===== config.mk =====
export PLATFORM = sky130hd
export DESIGN_NAME = inst_fetch
export DESIGN_NICKNAME = d
export VERILOG_FILES = /design/src/rtl/ifu_pkg.sv /design/src/rtl/ifu_pc_reg.sv /design/src/rtl/inst_fetch.sv
export SDC_FILE = /design/constraint.sdc
export NUM_CORES = 1
export LEC_CHECK = 0
export CORE_UTILIZATION = 39
export DETAILED_ROUTE_END_ITERATION = 16
export PLACE_DENSITY = 0.93
export SLEW_MARGIN = 20
export SYNTH_ARGS = -nofsm -noshare
export SYNTH_HDL_FRONTEND = slang
export SYNTH_SLANG_ARGS = --single-unit

===== constraint.sdc =====
create_clock -name clk -period 2.3 [get_ports clk]
set_input_delay 0.345 -clock clk [delete_from_list [all_inputs] [get_ports clk]]
set_output_delay 0.345 -clock clk [all_outputs]
set_load 0.1 [all_outputs]

===== src/rtl/ifu_pkg.sv =====
// rtl/ifu_pkg.sv - shared types and constants for the instruction fetch unit
// ST_FAULT exists only when IFU_MISALIGN_CHECK_EN is defined.
package ifu_pkg;

   localparam logic [31:0] IFU_RESET_VECTOR = 32'h8000_0000;
   localparam logic [31:0] RV_NOP           = 32'h0000_0013;

   typedef enum logic [2:0] {
      ST_REQ   = 3'd0,
      ST_WAIT  = 3'd1,
      ST_HOLD  = 3'd2,
      ST_DRAIN = 3'd3
`ifdef IFU_MISALIGN_CHECK_EN
      ,
      ST_FAULT = 3'd4
`endif
   } fetch_state_e;

endpackage


===== src/rtl/ifu_pc_reg.sv =====
// rtl/ifu_pc_reg.sv - fetch PC register with reset/handoff/flush load muxing
// IFU_MISALIGN_CHECK_EN keeps raw targets and flags misalignment; otherwise loads are word-aligned.
module ifu_pc_reg
   import ifu_pkg::*;
#(
   parameter logic [31:0] RESET_PC = IFU_RESET_VECTOR
) (
   input  logic        clk,
   input  logic        rst_n,
   input  logic        load_handoff,
   input  logic        load_flush,
   input  logic [31:0] next_pc,
   input  logic [31:0] flush_pc,
   output logic [31:0] pc
`ifdef IFU_MISALIGN_CHECK_EN
   ,
   output logic        target_bad
`endif
);

   logic [31:0] target;
   logic        load;

   // flush wins over a simultaneous handoff
   assign target = load_flush ? flush_pc : next_pc;
   assign load   = load_flush | load_handoff;

`ifdef IFU_MISALIGN_CHECK_EN
   assign target_bad = (target[1:0] != 2'b00);

   always_ff @(posedge clk or negedge rst_n) begin
      if (!rst_n)
         pc <= RESET_PC;
      else if (load)
         pc <= target;
   end
`else
   always_ff @(posedge clk or negedge rst_n) begin
      if (!rst_n)
         pc <= RESET_PC;
      else if (load)
         pc <= target & 32'hFFFF_FFFC;
   end
`endif

endmodule


===== src/rtl/inst_fetch.sv =====
// rtl/inst_fetch.sv - rv32e instruction fetch stage, one outstanding imem read
// Optional IFU_MISALIGN_CHECK_EN adds the misalign output and the FAULT state.
module inst_fetch
   import ifu_pkg::*;
#(
   parameter logic [31:0] RESET_VECTOR = IFU_RESET_VECTOR
) (
   input  logic        clk,
   input  logic        rst_n,
   output logic        imem_req_valid,
   input  logic        imem_req_ready,
   output logic [31:0] imem_req_addr,
   input  logic        imem_resp_valid,
   input  logic [31:0] imem_resp_data,
   output logic        imem_resp_ready,
   output logic        instr_valid,
   input  logic        instr_ready,
   output logic [31:0] instr,
   output logic [31:0] pc_o,
   input  logic [31:0] next_pc,
   input  logic        flush,
   input  logic [31:0] flush_pc
`ifdef IFU_MISALIGN_CHECK_EN
   ,
   output logic        misalign
`endif
);

   fetch_state_e state, state_nxt, restart, drain_exit;
   logic         run;
   logic [31:0]  pc;
   logic [31:0]  instr_q;
   logic         handoff;
   logic         capture;
   logic         req_fire;
`ifdef IFU_MISALIGN_CHECK_EN
   logic         target_bad;
`endif

   ifu_pc_reg #(.RESET_PC(RESET_VECTOR)) u_pc_reg (
      .clk          (clk),
      .rst_n        (rst_n),
      .load_handoff (handoff),
      .load_flush   (flush),
      .next_pc      (next_pc),
      .flush_pc     (flush_pc),
      .pc           (pc)
`ifdef IFU_MISALIGN_CHECK_EN
      ,
      .target_bad   (target_bad)
`endif
   );

   // run keeps the request low while reset is held, even though state already reads REQ
   assign imem_req_valid  = run && (state == ST_REQ);
   assign imem_resp_ready = (state == ST_WAIT) || (state == ST_DRAIN);
   assign instr_valid     = (state == ST_HOLD);
   assign imem_req_addr   = pc;
   assign pc_o            = pc;
   assign instr           = instr_q;
`ifdef IFU_MISALIGN_CHECK_EN
   assign misalign        = (state == ST_FAULT);
`endif

   assign req_fire = imem_req_valid && imem_req_ready;
   assign handoff  = instr_valid && instr_ready && !flush;
   assign capture  = (state == ST_WAIT) && imem_resp_valid && !flush;

   always_ff @(posedge clk or negedge rst_n) begin
      if (!rst_n) begin
         state <= ST_REQ;
         run   <= 1'b0;
      end else begin
         state <= state_nxt;
         run   <= 1'b1;
      end
   end

   always_ff @(posedge clk or negedge rst_n) begin
      if (!rst_n)
         instr_q <= RV_NOP;
      else if (capture)
         instr_q <= imem_resp_data;
   end

   always_comb begin
      restart    = ST_REQ;
      drain_exit = ST_REQ;
`ifdef IFU_MISALIGN_CHECK_EN
      if (target_bad)
         restart = ST_FAULT;
      if (pc[1:0] != 2'b00)
         drain_exit = ST_FAULT;
`endif
      state_nxt = state;
      case (state)
         ST_REQ: begin
            if (flush)
               state_nxt = req_fire ? ST_DRAIN : restart;
            else if (req_fire)
               state_nxt = ST_WAIT;
         end
         ST_WAIT: begin
            if (flush)
               state_nxt = imem_resp_valid ? restart : ST_DRAIN;
            else if (imem_resp_valid)
               state_nxt = ST_HOLD;
         end
         ST_HOLD: begin
            if (flush || instr_ready)
               state_nxt = restart;
         end
         ST_DRAIN: begin
            // a flush coinciding with the stale response still retires it
            if (imem_resp_valid)
               state_nxt = flush ? restart : drain_exit;
         end
`ifdef IFU_MISALIGN_CHECK_EN
         ST_FAULT: begin
            if (flush)
               state_nxt = restart;
         end
`endif
         default: state_nxt = ST_REQ;
      endcase
   end

endmodule

# After elaboration in Yosys (flattened, before gate mapping)
# Index checks and enable logic that the tools add are counted.
# op_classes
eq_ne,7
mux,10
bitwise,1
n_reduce_logical,11
# ops
op,count
two-way mux 32 bit,1
two-way mux 3 bit,6
case mux 3 bit (4 select lines),1
== test 3 x 2 -> 1 bit (second input constant),2
logical AND 1 bit,6
!= test 3 bit (second input constant),2
two-way mux 2 bit,2
AND reduction 4 bit,1
== test 3 x 1 -> 1 bit (second input constant),1
logical NOT 3 bit,1
logical OR 1 bit,2
!= test 2 x 1 -> 1 bit (second input constant),1
!= test 2 bit (second input constant),1
logical NOT 1 bit,1
bitwise OR 1 bit,1
# totals
ff_bits,66
inputBits,102
out_inout_bits,99
wordCells,33

# Longest topological paths before layout
# logic_depth
ltp_word,6
ltp_mapped,4
depth_no_buf,3

# Modules after synthesis
# Synthesis repeated with hierarchy kept, for this count alone.
# hier_totals
cells_unflattened,250
hier_area_um2,3193.1
# modules_own_cells
module,instances,cells_per_inst,area_each_um2,seq_area_each_um2
inst_fetch,1,116,1754.2,879.6
ifu_pc_reg,1,134,1438.9,752.0

# Least setup slack after synthesis
# No wires, ideal clock.
# synth_path
path_kind,reg-to-output
startpoint,register state[0]
endpoint,output port imem_req_valid
arrival_time_ns,2.703
required_ns,1.955
slack_ns,-0.748
path_stages_with_launch,2
n_path_buf,0
path_cell_list,dfrtp_1 > nor3b_1
# synth_via
elab_chain_cells,2
# synth_lines
element,line,source
"start, declared",inst_fetch.sv:29,"fetch_state_e state, state_nxt, restart, drain_exit;"
"start signal, assigned",inst_fetch.sv:74,state <= state_nxt;
logical NOT 3 bit,inst_fetch.sv:55,assign imem_req_valid = run && (state == ST_REQ);
logical AND 1 bit,inst_fetch.sv:55,
"end, declared",inst_fetch.sv:10,"output logic imem_req_valid,"
# No other way between the ends.

# Worst setup path after layout
# layout_path
startpoint,register state[0]
endpoint,output port instr_valid
# layout_via
elab_chain_cells,1
# layout_lines
element,line,source
== test 3 x 2 -> 1 bit,inst_fetch.sv:57,assign instr_valid = (state == ST_HOLD);
"end, declared",inst_fetch.sv:16,"output logic instr_valid,"
# No other way between the ends.

==> results.sh <==
export IMPL_drt_vias_per_instance=4.63
export IMPL_initialDrtViolationCount=22
export IMPL_fmax_ghz=0.589
export IMPL_path_class="flip-flop to primary output"
export IMPL_yosysSeqAreaShare_pct=52.5
export IMPL_post_cts_setup_buffers=0
export IMPL_nets=482
export IMPL_synth_ff_latch_count=65
export IMPL_die_area_sq_mm=0.00833
export IMPL_start_util_pct=40.2
export IMPL_ys_warn_count=0
export IMPL_placed_area_sq_mm=0.00465
export IMPL_num_antenna_cells=0
export IMPL_grt_overflow_total=0
export IMPL_dp_slack_ps=424
export IMPL_cts_resized=0
export IMPL_hpwl_mm=5.73
export IMPL_slew_viol_final=0
export IMPL_cts_inserted_buffers=9
export IMPL_ant_nets=0
export IMPL_setup_ws_ps=603
export IMPL_drc=0
export IMPL_startpoint_type="flip-flop"
export IMPL_finalHoldViolCount=0
export IMPL_cts_tree="yes"
export IMPL_grt_start_max_net_pins=38
export IMPL_rsz0062_at_grt="no"
export IMPL_fin_hold_ws_ps=35.8
export IMPL_vias=2253
export IMPL_tns_ps=0
export IMPL_root_buffer="clkbuf_8"
export IMPL_track_usage_pct=18.1
export IMPL_clkTransAtPathRegs_ps=70
export IMPL_fin_skew_ps=7.95
export IMPL_coreArea_sq_mm=0.00773
export IMPL_ys_types=19
export IMPL_maxSlewHeadroom_pct=45.7
export IMPL_grt_pass1_wl_mm=11.7
export IMPL_gp_congestion=0.677
export IMPL_wl_per_cell_microns=15.0
export IMPL_drive_gt1_share_pct=54.3
export IMPL_synth_top_area_share_pct=49.1
export IMPL_synth_largest_area_cell="dfrtp_1"
export IMPL_clkLatencyLatePin_ps=330
export IMPL_cap_viol_max_count=0
export IMPL_wl_mm=7.29
export IMPL_die_w_microns=91.3
export IMPL_fp_dieH_microns=91.3
export IMPL_crit_chain="nor2b_4 > buf_4"
export IMPL_clkSinkCount=65
export IMPL_synthCells=215
export IMPL_path_delay_family="flip-flops"
export IMPL_status="finished clean"
export IMPL_rows=32
export IMPL_avgSynthCellArea_sq_um=14.4
export IMPL_grt_pass1_vias=2410
export IMPL_worstHoldPathType="primary input to async pin"
export IMPL_area_growth_pct=54.8
export IMPL_cts_hold_buffers=0
export IMPL_max_stage_delay_ps=500
export IMPL_post_route_period_util_pct=73.8
export IMPL_antenna_found_initial=0
export IMPL_htreeDepth=3
export IMPL_cp_required_ps=1960
export IMPL_critPathMaxFanout=6
export IMPL_end_kind="primary output"
export IMPL_pin_count=201
export IMPL_synth_area_leaders="dfrtp_1, mux2_2, buf_4"
export IMPL_crit_slowest_cell="dfrtp_1"
export IMPL_tightestPinTransition_ps=815
export IMPL_synth_cell_area_sq_mm=0.00311
export IMPL_worst_path_buf_inv=1
export IMPL_fin_crit_ps=1700
export IMPL_dr_pass1_iters=3
export IMPL_arrival_ps=1350
export IMPL_setup_violations=0
export IMPL_clock_path_buffers=2
export IMPL_io_buffers=192
export IMPL_fin_area_sq_mm=0.00481
## registers in the layout (all words and copies together), names as in the netlist
| register | count |
|---|---|
| u_pc_reg.pc | 30 |
| run | 1 |
| state | 2 |
| instr | 32 |
## cell usage in the layout (no fill, tap or decap), drive strengths merged
cell type,count
nor3,1
nand2,2
clkinvlp,1
clkinv,3
nand3b,1
nor3b,2
a21oi,1
buf,101
a2111o,1
mux2i,1
conb,5
nor2,1
dfstp,4
clkdlybuf4s50,95
dfrtp,61
mux2,92
nor2b,1
clkbuf,12
## path summary, 6_finish.rpt
kind | from | to | slack (ps) | cells past startpoint
setup / recovery | state[0]$_DFFE_PN0P_ | instr_valid | 600 | 2
hold / removal | rst_n | u_pc_reg.pc[23]$_DFFE_PN0P_ | 40 | 1
setup reg to reg | state[0]$_DFFE_PN0P_ | u_pc_reg.pc[13]$_DFFE_PN0P_ | 730 | 4
hold reg to reg | instr[3]$_DFFE_PN0P_ | instr[3]$_DFFE_PN0P_ | 500 | 1
max in group asynchronous | rst_n | instr[0]$_DFFE_PN1P_ | 1570 | 2
min in group clk | instr[3]$_DFFE_PN0P_ | instr[3]$_DFFE_PN0P_ | 500 | 1
## metrics by stage
stage / cells / util, %
2_1_floorplan: 218 / -
3_3_place_gp: 471 / 60.2
3_5_place_dp: 471 / 60.2
4_1_cts: 487 / 62.2
5_1_grt: 487 / 62.2
6_report: 487 / 62.2
## area by class of cell
cell class,count,area (sq um)
clock buffers,12,135
multi-input cells,108,1160
repair buffers,196,1730
clock inverters,4,22.5
well taps,102,128
flip-flops and latches,65,1630
fillers,611,2920
## routing by layer
layer  routed length [microns]  GRT usage (%)
met1                      2610           19.1
met2                      3930           32.6
met3                       638           5.95
met4                       118           7.94
met5                         0              0
## Yosys cell counts
cell / n
nor3_4: 1
nand3b_1: 1
nor3b_1: 2
nand2_2: 1
clkbuf_1: 1
conb_1: 2
mux2_1: 6
nand2_1: 1
a21oi_2: 1
buf_2: 4
mux2i_1: 1
mux2_2: 86
a2111o_1: 1
buf_6: 3
nor2b_4: 1
dfstp_2: 4
dfrtp_1: 61
nor2_1: 1
buf_4: 37
## logic make-up (layout without fill, tap and decap cells)
logic type / Yosys count / in the layout / synth area share [%]
AOI/OAI and AO/OA: 2 / 2 / 0.644
buffers and inverters: 45 / 212 / 10.8
DFF: 65 / 65 / 52.5
muxes: 93 / 93 / 33.7
other: 2 / 5 / 0.242
and+or+nand+nor: 8 / 8 / 2.13
Power is not shown: default switching activity piles up to over one toggle a cycle in this logic, so the estimate is an artifact.
